[src/rtl/sdram_access_sched_if.sv]
// Command/address handshake between the access scheduler and the SDRAM
// command engine. The scheduler holds a command until the engine acks it.
interface sdram_access_sched_if;
    logic [1:0]  ctrl_cmd;   // 00 idle, 01 write, 10 read, 11 refresh
    logic [21:0] sys_addr;   // burst start word address
    logic        cmd_ack;    // one-cycle pulse: current command finished

    modport master (
        output ctrl_cmd,
        output sys_addr,
        input  cmd_ack
    );

    modport slave (
        input  ctrl_cmd,
        input  sys_addr,
        output cmd_ack
    );
endinterface

[src/rtl/sdram_access_sched.sv]
// SDRAM access scheduler for the camera -> SDRAM -> VGA frame buffer.
// Arbitrates periodic refresh, camera write bursts and VGA read bursts, and
// generates linear frame-wrapping burst addresses.
//
//   state     | meaning
//   ----------+------------------------------------------------------------
//   S_IDLE    | no command outstanding; arbitrate and grant on this cycle
//   S_WRITE   | write burst issued, waiting for cmd_ack
//   S_READ    | read burst issued, waiting for cmd_ack
//   S_REFRESH | auto-refresh issued, waiting for cmd_ack
module sdram_access_sched #(
    parameter int BURST_LEN   = 256,
    parameter int FRAME_WORDS = 307200,
    parameter int REF_PERIOD  = 780,
    parameter int FIFO_AW     = 10
) (
    input  logic                 clk,
    input  logic                 rst,
    input  logic                 sdram_init_done_i,
    input  logic [FIFO_AW:0]     wr_fifo_level_i,
    input  logic [FIFO_AW:0]     rd_fifo_level_i,
    input  logic                 wr_frame_start_i,
    input  logic                 rd_frame_start_i,
    sdram_access_sched_if.master bus,
    output logic                 wr_burst_done_o,
    output logic                 rd_burst_done_o
);

    typedef enum logic [1:0] {
        S_IDLE    = 2'd0,
        S_WRITE   = 2'd1,
        S_READ    = 2'd2,
        S_REFRESH = 2'd3
    } state_t;

    localparam int                RCW       = $clog2(REF_PERIOD);
    localparam logic [RCW-1:0]    REF_LAST  = RCW'(REF_PERIOD - 1);
    localparam logic [FIFO_AW:0]  WR_THR    = (FIFO_AW + 1)'(BURST_LEN);
    localparam logic [FIFO_AW:0]  RD_THR    = (FIFO_AW + 1)'((2 ** FIFO_AW) - BURST_LEN);
    localparam logic [21:0]       BURST_INC = 22'(BURST_LEN);
    // A full 2**22 frame truncates to 0, which matches the natural wrap.
    localparam logic [21:0]       FRAME_END = 22'(FRAME_WORDS);

    localparam logic [1:0] CMD_IDLE  = 2'b00;
    localparam logic [1:0] CMD_WRITE = 2'b01;
    localparam logic [1:0] CMD_READ  = 2'b10;
    localparam logic [1:0] CMD_REF   = 2'b11;

    state_t         state_q;
    logic [1:0]     ctrl_cmd_q;
    logic [21:0]    sys_addr_q;
    logic           wr_done_q, rd_done_q;
    logic           last_rd_q;          // 1: last read/write grant was a read
    logic [RCW-1:0] ref_cnt_q, ref_cnt_d;
    logic           ref_pend_q, ref_pend_d;
    logic [21:0]    wr_addr_q, wr_addr_d;
    logic [21:0]    rd_addr_q, rd_addr_d;
    logic           wr_rst_q, wr_rst_d;
    logic           rd_rst_q, rd_rst_d;

    logic           wr_req, rd_req, can_grant;
    logic           grant_ref, grant_wr, grant_rd;
    logic           wr_ack, rd_ack, ref_ack, ref_wrap;
    logic [21:0]    wr_addr_inc, rd_addr_inc;

    // Request decode, arbitration and next-state values for counters/addresses
    always_comb begin
        wr_req    = (wr_fifo_level_i >= WR_THR);
        rd_req    = (rd_fifo_level_i <= RD_THR);
        can_grant = (state_q == S_IDLE) && sdram_init_done_i;

        // Refresh first; on a tie the side that was not granted last wins.
        grant_ref = can_grant && ref_pend_q;
        grant_wr  = can_grant && !ref_pend_q && wr_req && (!rd_req || last_rd_q);
        grant_rd  = can_grant && !ref_pend_q && rd_req && (!wr_req || !last_rd_q);

        wr_ack    = (state_q == S_WRITE)   && bus.cmd_ack;
        rd_ack    = (state_q == S_READ)    && bus.cmd_ack;
        ref_ack   = (state_q == S_REFRESH) && bus.cmd_ack;
        ref_wrap  = sdram_init_done_i && (ref_cnt_q == REF_LAST);

        ref_cnt_d = ref_cnt_q;
        if (!sdram_init_done_i) begin
            ref_cnt_d = '0;
        end else if (ref_wrap) begin
            ref_cnt_d = '0;
        end else begin
            ref_cnt_d = ref_cnt_q + RCW'(1);
        end

        // Only one refresh is ever outstanding; a fresh wrap beats a same-cycle ack.
        ref_pend_d = ref_pend_q;
        if (ref_wrap) begin
            ref_pend_d = 1'b1;
        end else if (ref_ack) begin
            ref_pend_d = 1'b0;
        end

        wr_addr_inc = wr_addr_q + BURST_INC;
        if (wr_addr_inc == FRAME_END) begin
            wr_addr_inc = '0;
        end
        rd_addr_inc = rd_addr_q + BURST_INC;
        if (rd_addr_inc == FRAME_END) begin
            rd_addr_inc = '0;
        end

        // A frame start while its address is in use is deferred to the ack.
        wr_addr_d = wr_addr_q;
        wr_rst_d  = wr_rst_q;
        if (wr_ack) begin
            wr_addr_d = (wr_rst_q || wr_frame_start_i) ? '0 : wr_addr_inc;
            wr_rst_d  = 1'b0;
        end else if (wr_frame_start_i) begin
            if ((state_q == S_WRITE) || grant_wr) begin
                wr_rst_d = 1'b1;
            end else begin
                wr_addr_d = '0;
            end
        end

        rd_addr_d = rd_addr_q;
        rd_rst_d  = rd_rst_q;
        if (rd_ack) begin
            rd_addr_d = (rd_rst_q || rd_frame_start_i) ? '0 : rd_addr_inc;
            rd_rst_d  = 1'b0;
        end else if (rd_frame_start_i) begin
            if ((state_q == S_READ) || grant_rd) begin
                rd_rst_d = 1'b1;
            end else begin
                rd_addr_d = '0;
            end
        end
    end

    // Refresh timer, burst addresses and deferred frame-restart flags
    always_ff @(posedge clk or posedge rst) begin
        if (rst) begin
            ref_cnt_q  <= '0;
            ref_pend_q <= 1'b0;
            wr_addr_q  <= '0;
            rd_addr_q  <= '0;
            wr_rst_q   <= 1'b0;
            rd_rst_q   <= 1'b0;
        end else begin
            ref_cnt_q  <= ref_cnt_d;
            ref_pend_q <= ref_pend_d;
            wr_addr_q  <= wr_addr_d;
            rd_addr_q  <= rd_addr_d;
            wr_rst_q   <= wr_rst_d;
            rd_rst_q   <= rd_rst_d;
        end
    end

    // Command FSM with registered command, address and burst-done outputs
    always_ff @(posedge clk or posedge rst) begin
        if (rst) begin
            state_q    <= S_IDLE;
            ctrl_cmd_q <= CMD_IDLE;
            sys_addr_q <= '0;
            wr_done_q  <= 1'b0;
            rd_done_q  <= 1'b0;
            last_rd_q  <= 1'b1;
        end else begin
            wr_done_q <= 1'b0;
            rd_done_q <= 1'b0;
            case (state_q)
                S_IDLE: begin
                    if (grant_ref) begin
                        state_q    <= S_REFRESH;
                        ctrl_cmd_q <= CMD_REF;
                        sys_addr_q <= '0;
                    end else if (grant_wr) begin
                        state_q    <= S_WRITE;
                        ctrl_cmd_q <= CMD_WRITE;
                        sys_addr_q <= wr_addr_q;
                        last_rd_q  <= 1'b0;
                    end else if (grant_rd) begin
                        state_q    <= S_READ;
                        ctrl_cmd_q <= CMD_READ;
                        sys_addr_q <= rd_addr_q;
                        last_rd_q  <= 1'b1;
                    end
                end
                S_WRITE, S_READ, S_REFRESH: begin
                    if (bus.cmd_ack) begin
                        state_q    <= S_IDLE;
                        ctrl_cmd_q <= CMD_IDLE;
                        sys_addr_q <= '0;
                        wr_done_q  <= (state_q == S_WRITE);
                        rd_done_q  <= (state_q == S_READ);
                    end
                end
                default: begin
                    state_q    <= S_IDLE;
                    ctrl_cmd_q <= CMD_IDLE;
                    sys_addr_q <= '0;
                end
            endcase
        end
    end

    assign bus.ctrl_cmd    = ctrl_cmd_q;
    assign bus.sys_addr    = sys_addr_q;
    assign wr_burst_done_o = wr_done_q;
    assign rd_burst_done_o = rd_done_q;

endmodule

[src/flat_wrapper.sv]
// flat-port wrapper written by rule: the top's interface ports become plain ports
module sdram_access_sched_flat 
#(
    parameter int BURST_LEN   = 256,
    parameter int FRAME_WORDS = 307200,
    parameter int REF_PERIOD  = 780,
    parameter int FIFO_AW     = 10
)
  (clk, rst, sdram_init_done_i, wr_fifo_level_i, rd_fifo_level_i, wr_frame_start_i, rd_frame_start_i, wr_burst_done_o, rd_burst_done_o, bus_ctrl_cmd, bus_sys_addr, bus_cmd_ack);
  sdram_access_sched_if bus_i ();
  input  logic clk;
  input  logic rst;
  input  logic sdram_init_done_i;
  input  logic [FIFO_AW:0] wr_fifo_level_i;
  input  logic [FIFO_AW:0] rd_fifo_level_i;
  input  logic wr_frame_start_i;
  input  logic rd_frame_start_i;
  output logic wr_burst_done_o;
  output logic rd_burst_done_o;
  output wire logic [$bits(bus_i.ctrl_cmd)-1:0] bus_ctrl_cmd;
  output wire logic [$bits(bus_i.sys_addr)-1:0] bus_sys_addr;
  input wire logic [$bits(bus_i.cmd_ack)-1:0] bus_cmd_ack;
  assign bus_ctrl_cmd = bus_i.ctrl_cmd;
  assign bus_sys_addr = bus_i.sys_addr;
  assign bus_i.cmd_ack = bus_cmd_ack;
  sdram_access_sched #(.BURST_LEN(BURST_LEN), .FRAME_WORDS(FRAME_WORDS), .REF_PERIOD(REF_PERIOD), .FIFO_AW(FIFO_AW)) u_core (.clk(clk), .rst(rst), .sdram_init_done_i(sdram_init_done_i), .wr_fifo_level_i(wr_fifo_level_i), .rd_fifo_level_i(rd_fifo_level_i), .wr_frame_start_i(wr_frame_start_i), .rd_frame_start_i(rd_frame_start_i), .bus(bus_i), .wr_burst_done_o(wr_burst_done_o), .rd_burst_done_o(rd_burst_done_o));
endmodule
[config.mk]
export PLATFORM = sky130hd
export DESIGN_NAME = sdram_access_sched_flat
export DESIGN_NICKNAME = d
export VERILOG_FILES = /design/src/rtl/sdram_access_sched_if.sv /design/src/rtl/sdram_access_sched.sv /design/src/flat_wrapper.sv
export SDC_FILE = /design/constraint.sdc
export NUM_CORES = 1
export LEC_CHECK = 0
export CORE_MARGIN = 8
export CORE_UTILIZATION = 30
export DETAILED_ROUTE_END_ITERATION = 6
export GPL_TIMING_DRIVEN = 0
export MAX_ROUTING_LAYER = met4
export PLACE_DENSITY = 0.56
export SLEW_MARGIN = 20
export SYNTH_ARGS = -nofsm -noshare
export SYNTH_HDL_FRONTEND = slang
export SYNTH_SLANG_ARGS = --single-unit
[constraint.sdc]
create_clock -name clk -period 6.6 [get_ports clk]
set_clock_uncertainty 0.1 [all_clocks]
set_input_delay 0.66 -clock clk [delete_from_list [all_inputs] [get_ports clk]]
set_output_delay 0.66 -clock clk [all_outputs]
set_load 0.02 [all_outputs]
-- Word level (Yosys, flattened, before mapping)
Cells that the tools add are included.
- register bits after elaboration: 84
- word-level logic and storage cells: 98
- mux-type cells: 36
- eq/ne operators: 10
- add/sub/neg operators: 3
- magnitude comparators: 2
- reduce and logical (&&, ||, !) cells: 35
- bitwise gates (word level): 1
- operators by type and width (cell ; count):
    22-bit 2-to-1 mux ; 14
    22-bit by 9-bit adder with 22-bit output (second input constant) ; 2
    22-bit by 19-bit == test with 1-bit output (second input constant) ; 2
    22-bit case mux with 2 select lines ; 1
    10-bit 2-to-1 mux ; 2
    1-bit 2-to-1 mux ; 14
    2-bit nonzero test ; 6
    11-bit by 9-bit >= comparator with 1-bit output (second input constant) ; 1
    11-bit by 10-bit less-or-equal comparator with 1-bit output (second input constant) ; 1
    1-bit logical AND ; 11
    10-bit by 1-bit adder with 10-bit output (second input constant) ; 1
    10-bit == test (second input constant) ; 1
    2-bit AND reduction ; 5
    2-bit 2-to-1 mux ; 4
    1-bit logical OR ; 6
    2-bit == test (second input constant) ; 2
    1-bit zero test ; 4
    2-bit by 1-bit inequality test with 1-bit output (second input constant) ; 2
    4-bit by 1-bit inequality test with 1-bit output (second input constant) ; 1
    2-bit case mux with 2 select lines ; 1
    3-bit AND reduction ; 1
    3-bit OR reduction ; 1
    2-bit by 1-bit == test with 1-bit output (second input constant) ; 1
    2-bit zero test ; 1
    2 further kinds ; 2

-- Longest topological paths before layout
Gate-level depths: netlist of run 1.
- word-level depth: 9
- depth in mapped cells: 9
- gate-level depth less buffers: 8

-- Least setup slack after synthesis of run 1
No wires, ideal clock.
- kind: reg-to-reg
- from: reg u_core.wr_addr_q[8]
- to: reg u_core.wr_addr_q[12]
- path buffers: 1
- library setup time: 0.131 ns
- data required time: 6.369 ns
- path slack: 4.246 ns
- clock period less this slack: 2.354 ns
- arrival: 2.122 ns
- stages on the path, launching flop included: 10
- cells stage by stage: dfrtp_1 ha_1 buf_2 nand3_1 nor4_4 nand4_1 a221oi_4 a31oi_4 a41oi_1 a31oi_1
- longest elaborated chain between the ends: 5
- RTL lines (item ; line ; text):
    start, declared ; sdram_access_sched.sv:56 ; logic [21:0] wr_addr_q, wr_addr_d;
    start signal, assigned ; sdram_access_sched.sv:148 ; wr_addr_q <= wr_addr_d;
    22-bit by 9-bit adder with 22-bit output * ; sdram_access_sched.sv:99 ; wr_addr_inc = wr_addr_q + BURST_INC;
    22-bit by 19-bit == test with 1-bit output ; sdram_access_sched.sv:100 ; if (wr_addr_inc == FRAME_END) begin
    22-bit 2-to-1 mux * ; sdram_access_sched.sv:100 ;
    22-bit 2-to-1 mux * ; sdram_access_sched.sv:112 ; wr_addr_d = (wr_rst_q || wr_frame_start_i) ? '0 : wr_addr_inc;
    22-bit 2-to-1 mux * ; sdram_access_sched.sv:111 ; if (wr_ack) begin
Every way passes the cells marked *; elsewhere a longest branch is shown, timed or not.
A chain may end at the register's enable or synchronous reset.

-- Worst setup path in the final report of run 1
- from: reg u_core.wr_addr_q[8]
- to: reg u_core.wr_addr_q[13]
Same word-level chain as after synthesis.

==> flow_metrics.tcl, run 1 <==
set metrics [dict create \
    drc 0 \
    io_buffers 45 \
    design_power_total_w 0.00122 \
    async_flop_share_pct 100 \
    netlist_area_um2 3590 \
    path_max_fanout 8 \
    fin_nets 492 \
    seqCellArea_um2 1530 \
    grt_overflow_total 0 \
    synth_top_area_share_pct 41.8 \
    place_ws_ps 3510 \
    route.detailed.wl_per_inst_um 15.8 \
    path_cells "ha_1 > buf_2 > nand3_1 > nor4_4 > mux2i_1 > a221oi_4 > a31oi_4 > o21ai_0 > a31oi_1" \
    yosysTopAreaCell "dfrtp_1" \
    r2r_slack_ps 3810 \
    worstHoldPathType "flip-flop to flip-flop" \
    worst_setup_path_end_kind "flip-flop" \
    timing.fmax_ghz 0.359 \
    ys_top_cells_by_area "dfrtp_1, o21ai_0, nor2_1, nand3_1, and3_1" \
    synth_cell_type_count 63 \
    grt_pass1_vias 3261 \
    grt_max_degree 35 \
    pin_count 54 \
    start_kind "flip-flop" \
    crit_slowest_cell "dfrtp_1" \
    slew_viol_final 0 \
    synth_edf_count 0 \
    ys_warn_count 0 \
    p_leak_nw 1.96 \
    clkSinkCount 61 \
    relSlewSlack_pct 62.0 \
    required_ps 6750 \
    synth_nets 435 \
    vias 3222 \
    fillCellCount 1174 \
    seq_area_frac_synth_pct 42.6 \
    ir_worst_vdd_uv 135 \
    die_area_um2 15700 \
    rows 40 \
    synthMostInstantiatedCell "dfrtp_1" \
    multiInputGateArea_um2 1880 \
    maxCapViolCount 0 \
    clk_pin_slew_worst_paths_ps 50 \
    critPathMaxStageDelay_ps 490 \
    clock_latency_ps 330 \
    power-per-cell-area_nw_per_um2 266 \
    dieHeight_um 125 \
    period_share_pct 42.2 \
    netlist_instances 402 \
    worstSetupPathType "flip-flop to flip-flop" \
    antenna_found_initial 0 \
    cts_tree "built" \
    die_x_um 125 \
    ant_nets 0 \
    avgViaCountPerCell 5.27 \
    clk_path_buf_depth 2 \
    diodes 0 \
    ys_top_cells_by_count "dfrtp_1, nor2_1, o21ai_0, nand2_1, nand3_1" \
    outcome "completed" \
    avgSynthCellArea_um2 8.93 \
    syn_to_final_growth_pct 27.1 \
    core_area_um2 11900 \
    cts_made_buffers 9 \
    min_period_ps 2790 \
    drt-total-wl_mm 9.63 \
    arrival_ps 2930 \
    synth_flop_cell "dfrtp_1" \
    setup_slack_ps 3810 \
    initial_core_util_pct 30.3 \
    htreeDepth 3 \
    drt-initial-drc-count 232 \
    firstDrtPassIters 4 \
    grt_pass1_wl_mm 16.7 \
    drive_gt1_share_pct 11.4 \
    root_buffer "clkbuf_16" \
    finalSetupViolations 0 \
    synth-seq-cells 61 \
    rsz0062_at_grt "false" \
    place_congestion 0.840 \
    post_cts_buffers 0 \
    dpl.hpwl_mm 7.02 \
    grt_use_total_pct 13.3 \
    ctsHoldBuffers 0 \
    post_cts_resized 0 \
    hold_viol 0 \
    tns_ps 0 \
    tightest_slew_ps 566 \
]
-- flip-flops by register name, summed over array words and instances, names as in the netlist --
register / cells
u_core.rd_addr_q: 14
u_core.wr_rst_q: 1
u_core.wr_burst_done_o: 1
u_core.bus.sys_addr: 15
u_core.rd_rst_q: 1
u_core.ref_pend_q: 1
u_core.wr_addr_q: 14
u_core.bus.ctrl_cmd: 2
u_core.ref_cnt_q: 10
u_core.rd_burst_done_o: 1
u_core.last_rd_q: 1
-- cell families after synthesis --
| logic type | after synthesis | share of synthesized area [%] |
|---|---|---|
| AO/OA/AOI/OAI | 102 | 18.5 |
| XOR/XNOR | 13 | 3.17 |
| adder cells (fa/ha/maj) | 5 | 1.74 |
| buffers and inverters | 38 | 5.16 |
| flip-flops | 61 | 42.6 |
| multiplexers | 5 | 1.46 |
| AND/OR/NAND/NOR | 178 | 27.4 |
-- metal layers --
layer | track usage, % | up-vias | wire length [µm]
li1 | - | 1576 | -
met1 | 18.0 | 1552 | 5060
met2 | 19.2 | 84 | 3950
met3 | 2.42 | 10 | 470
met4 | 5.23 | 0 | 154
met5 | - | - | 0
-- per-stage QoR --
stage                     utilization, %  hold slack, ps  cell area (µm²)  std cells
final                               38.5             382             4560        611
after global routing                38.5             403             4560        611
after CTS                           38.5             385             4560        611
after detailed placement            35.8             378             4250        595
after global placement              35.6             365             4220        594
after floorplan                        -             348             3590        402
-- critical path: cells and delay by family (launching register included) --
kind	cells	cell delay (ps)
muxes	1	350
AOI/OAI and AO/OA	4	760
and+or+nand+nor	2	640
buffers and inverters	1	180
adders and majority gates	1	190
DFF	1	490
-- cells in the final DEF (no fill, tap or decap), types with 3 or more instances in the layout --
cell type        netlist  final
nor4_4                 3      3
nand4_1                8      8
nand3_1               30     30
buf_4                  8      8
buf_2                  8      8
nor4_1                 4      4
o31ai_1                5      5
o21ai_1                3      3
a21oi_1               19     19
dfrtp_1               60     60
or3_1                  6      6
and3_1                20     20
xnor2_1                7      7
nand3_2                3      3
inv_1                  6      5
mux2i_1                3      3
o22ai_1                3      3
nand2_1               33     33
clkinv_2               0      3
clkbuf_16              0      9
a21o_1                 3      3
a31oi_1                9      9
clkdlybuf4s50_1        0     45
xor2_1                 6      6
ha_1                   5      5
nor3_1                 6      6
clkbuf_1              12     12
o21ai_0               37     37
nand2b_1               4      4
nor2_1                41     41
o41ai_1                3      3
and2_1                 4      4
-- final cells by class --
cell class              instances  area share [%]
plain buffers                  31            3.48
inverters                       7           0.631
well taps                     147            4.03
repair buffers                 46            10.3
flip-flops and latches         61            33.5
multi-input cells             303            41.1
clock inverters                 7            1.97
clock buffers                   9            4.94
-- final timing paths --
path	end	depth (start not counted)	start
max	u_core.wr_addr_q[13]	9	u_core.wr_addr_q[8]
min	u_core.ref_cnt_q[0]	1	u_core.ref_cnt_q[0]
max reg2reg	u_core.wr_addr_q[13]	9	u_core.wr_addr_q[8]
min reg2reg	u_core.ref_cnt_q[0]	1	u_core.ref_cnt_q[0]
max in group asynchronous	u_core.last_rd_q	3	rst
min in group asynchronous	u_core.rd_addr_q[12]	2	rst
-- where the power goes --
group | switching [W] | total [W] | internal, W
clock | 0.000174 | 0.000503 | 0.000328
combinational | 0.000179 | 0.000271 | 0.0000922
sequential | 0.0000352 | 0.000442 | 0.000407
total | 0.000389 | 0.00122 | 0.000827
No activity file was read; power rests on OpenSTA's default activity.
==> inputs of run 2 (changes only) <==
PLACE_DENSITY = 0.58   (was 0.56)
clock period = 2.45 ns   (was 6.6 ns; I/O delays follow)
==> flow_metrics.tcl, run 2 (synthesis results as in run 1) <==
set metrics [dict create \
    outcome "completed" \
    avgViaCountPerCell 5.29 \
    dpl.hpwl_mm 7.02 \
    worstHoldPathType "primary input to async pin" \
    path_max_fanout 6 \
    diodes 0 \
    largest_register_ffs 15 \
    crit_slowest_cell "or4bb_1" \
    firstDrtPassIters 4 \
    ctsHoldBuffers 0 \
    design_power_total_w 0.00320 \
    timing.hold.ws_ps 133 \
    finalSetupViolations 0 \
    slew_viol_final 0 \
    grt_overflow_total 0 \
    busiest_layer "met2" \
    fin_nets 502 \
    cpLargestDelayFamily "simple AND/OR/NAND/NOR gates" \
    grt_pass1_vias 3113 \
    clk_pin_slew_worst_paths_ps 50 \
    root_buffer "clkbuf_16" \
    cp.depth 7 \
    dieHeight_um 125 \
    fillCellCount 1200 \
    gr-usage-met3_pct 2.80 \
    p_leak_nw 2.02 \
    clkSinkCount 61 \
    initial_core_util_pct 30.3 \
    use_met2_pct 18.1 \
    rows 40 \
    relSlewSlack_pct 61.2 \
    ir_worst_vdd_uv 362 \
    clk_path_buf_depth 2 \
    antenna_found_initial 0 \
    hold_viol 0 \
    vias 3283 \
    final_common_cell "dfrtp_1" \
    critPathMaxStageDelay_ps 470 \
    path_cells "ha_1 > or4bb_1 > nor4b_1 > o2111a_1 > nor2_2 > and3_1 > a221o_1" \
    tightest_slew_ps 578 \
    drt-initial-drc-count 381 \
    worst_setup_path_end_kind "flip-flop" \
    min_period_ps 2360 \
    io_buffers 45 \
    core_area_um2 11900 \
    worstSetupPathType "flip-flop to flip-flop" \
    grt_pass1_wl_mm 16.1 \
    grt_use_total_pct 12.9 \
    clock_latency_ps 330 \
    required_ps 2560 \
    startpoint "u_core.rd_addr_q[8]" \
    maxCapViolCount 0 \
    cts_made_buffers 9 \
    drt-total-wl_mm 9.77 \
    syn_to_final_growth_pct 30.8 \
    r2r_slack_ps 90 \
    regToRegStartpoint "u_core.rd_addr_q[8]" \
    start_kind "flip-flop" \
    period_share_pct 96.4 \
    grt_use_met1_pct 17.6 \
    worst-path-buf-inv 0 \
    cts_tree "built" \
    die_area_um2 15700 \
    pin_count 54 \
    final_cell_mix "dfrtp_1, clkdlybuf4s50_1, nor2_1" \
    htreeDepth 3 \
    drive_gt1_share_pct 16.0 \
    reg2reg_to "u_core.rd_addr_q[12]" \
    route.detailed.wl_per_inst_um 15.7 \
    layout.cells.non_filler 621 \
    place_inst 595 \
    place_congestion 0.837 \
    die_x_um 125 \
    rsz0062_at_grt "true" \
    arrival_ps 2470 \
    reg2reg_depth 7 \
    drc 0 \
    power-per-cell-area_nw_per_um2 681 \
    timing.fmax_ghz 0.423 \
    ant_nets 0 \
    grt_max_degree 41 \
]
## run 2: changes by cell type in the layout (fill, tap and decap cells not counted), moves of 4 or more
cell	before	now
buf_2	8	4
buf_4	8	19
dfrtp_1	60	56
dfrtp_2	0	4
## run 2: final cells by class
type / count / area, µm² / share of cell area [%]
Multi-Input combinational cell: 303 / 1940 / 41.2
Tap cell: 147 / 184 / 3.92
Timing Repair Buffer: 56 / 546 / 11.6
Buffer: 31 / 175 / 3.73
Clock buffer: 12 / 246 / 5.25
Clock inverter: 4 / 47.5 / 1.01
Inverter: 7 / 28.8 / 0.613
Sequential cell: 61 / 1530 / 32.6
## run 2: routing by layer
layer,part of all wire (%),routed length (µm)
met4,1.4,137
met5,0,0
met1,51,4990
met2,43,4240
met3,4.1,399
## run 2: worst max path at each step
stage,to,slack [ps]
floorplan,u_core.wr_addr_q[12],100
global placement,u_core.wr_addr_q[20],-600
detailed placement,u_core.wr_addr_q[12],-290
CTS,u_core.rd_addr_q[12],2
global route,u_core.rd_addr_q[12],-9
finish,u_core.rd_addr_q[12],90
## run 2: through the flow
step                cell area (µm²)  TNS (ps)  worst slack [ps]  util [%]
finish                         4700         0              87.4      39.6
CTS                            4590         0              1.78      38.7
floorplan                      3590         0              96.4         -
global route                   4700     -9.26             -9.26      39.6
global placement               4220    -38440              -605      35.6
detailed placement             4250     -3680              -288      35.8
## run 2: power by group
group          internal (W)  switching [W]
Sequential          0.00110      0.0000857
Clock              0.000811       0.000443
Combinational      0.000271       0.000489
## run 2: timing repair
action,in CTS,in global routing
endpoints found under the setup margin,7,22
resized for setup,8,18
gates cloned,0,0
pin swaps,3,6
hold endpoints to repair,0,0
setup buffers,3,7
## run 2: worst reg2reg max path, delay by kind of cell (launching register included)
kind,cells,cell delay (ps)
AND/OR/NAND/NOR,4,1020
AO/OA/AOI/OAI,2,530
flip-flops,1,440
adder cells (fa/ha/maj),1,170
==> inputs of run 3 (changes only) <==
CTS_CLUSTER_SIZE = 25   (was unset)
==> results of run 3 <==
Final layout, timing and power as in run 2 (identical DEF).
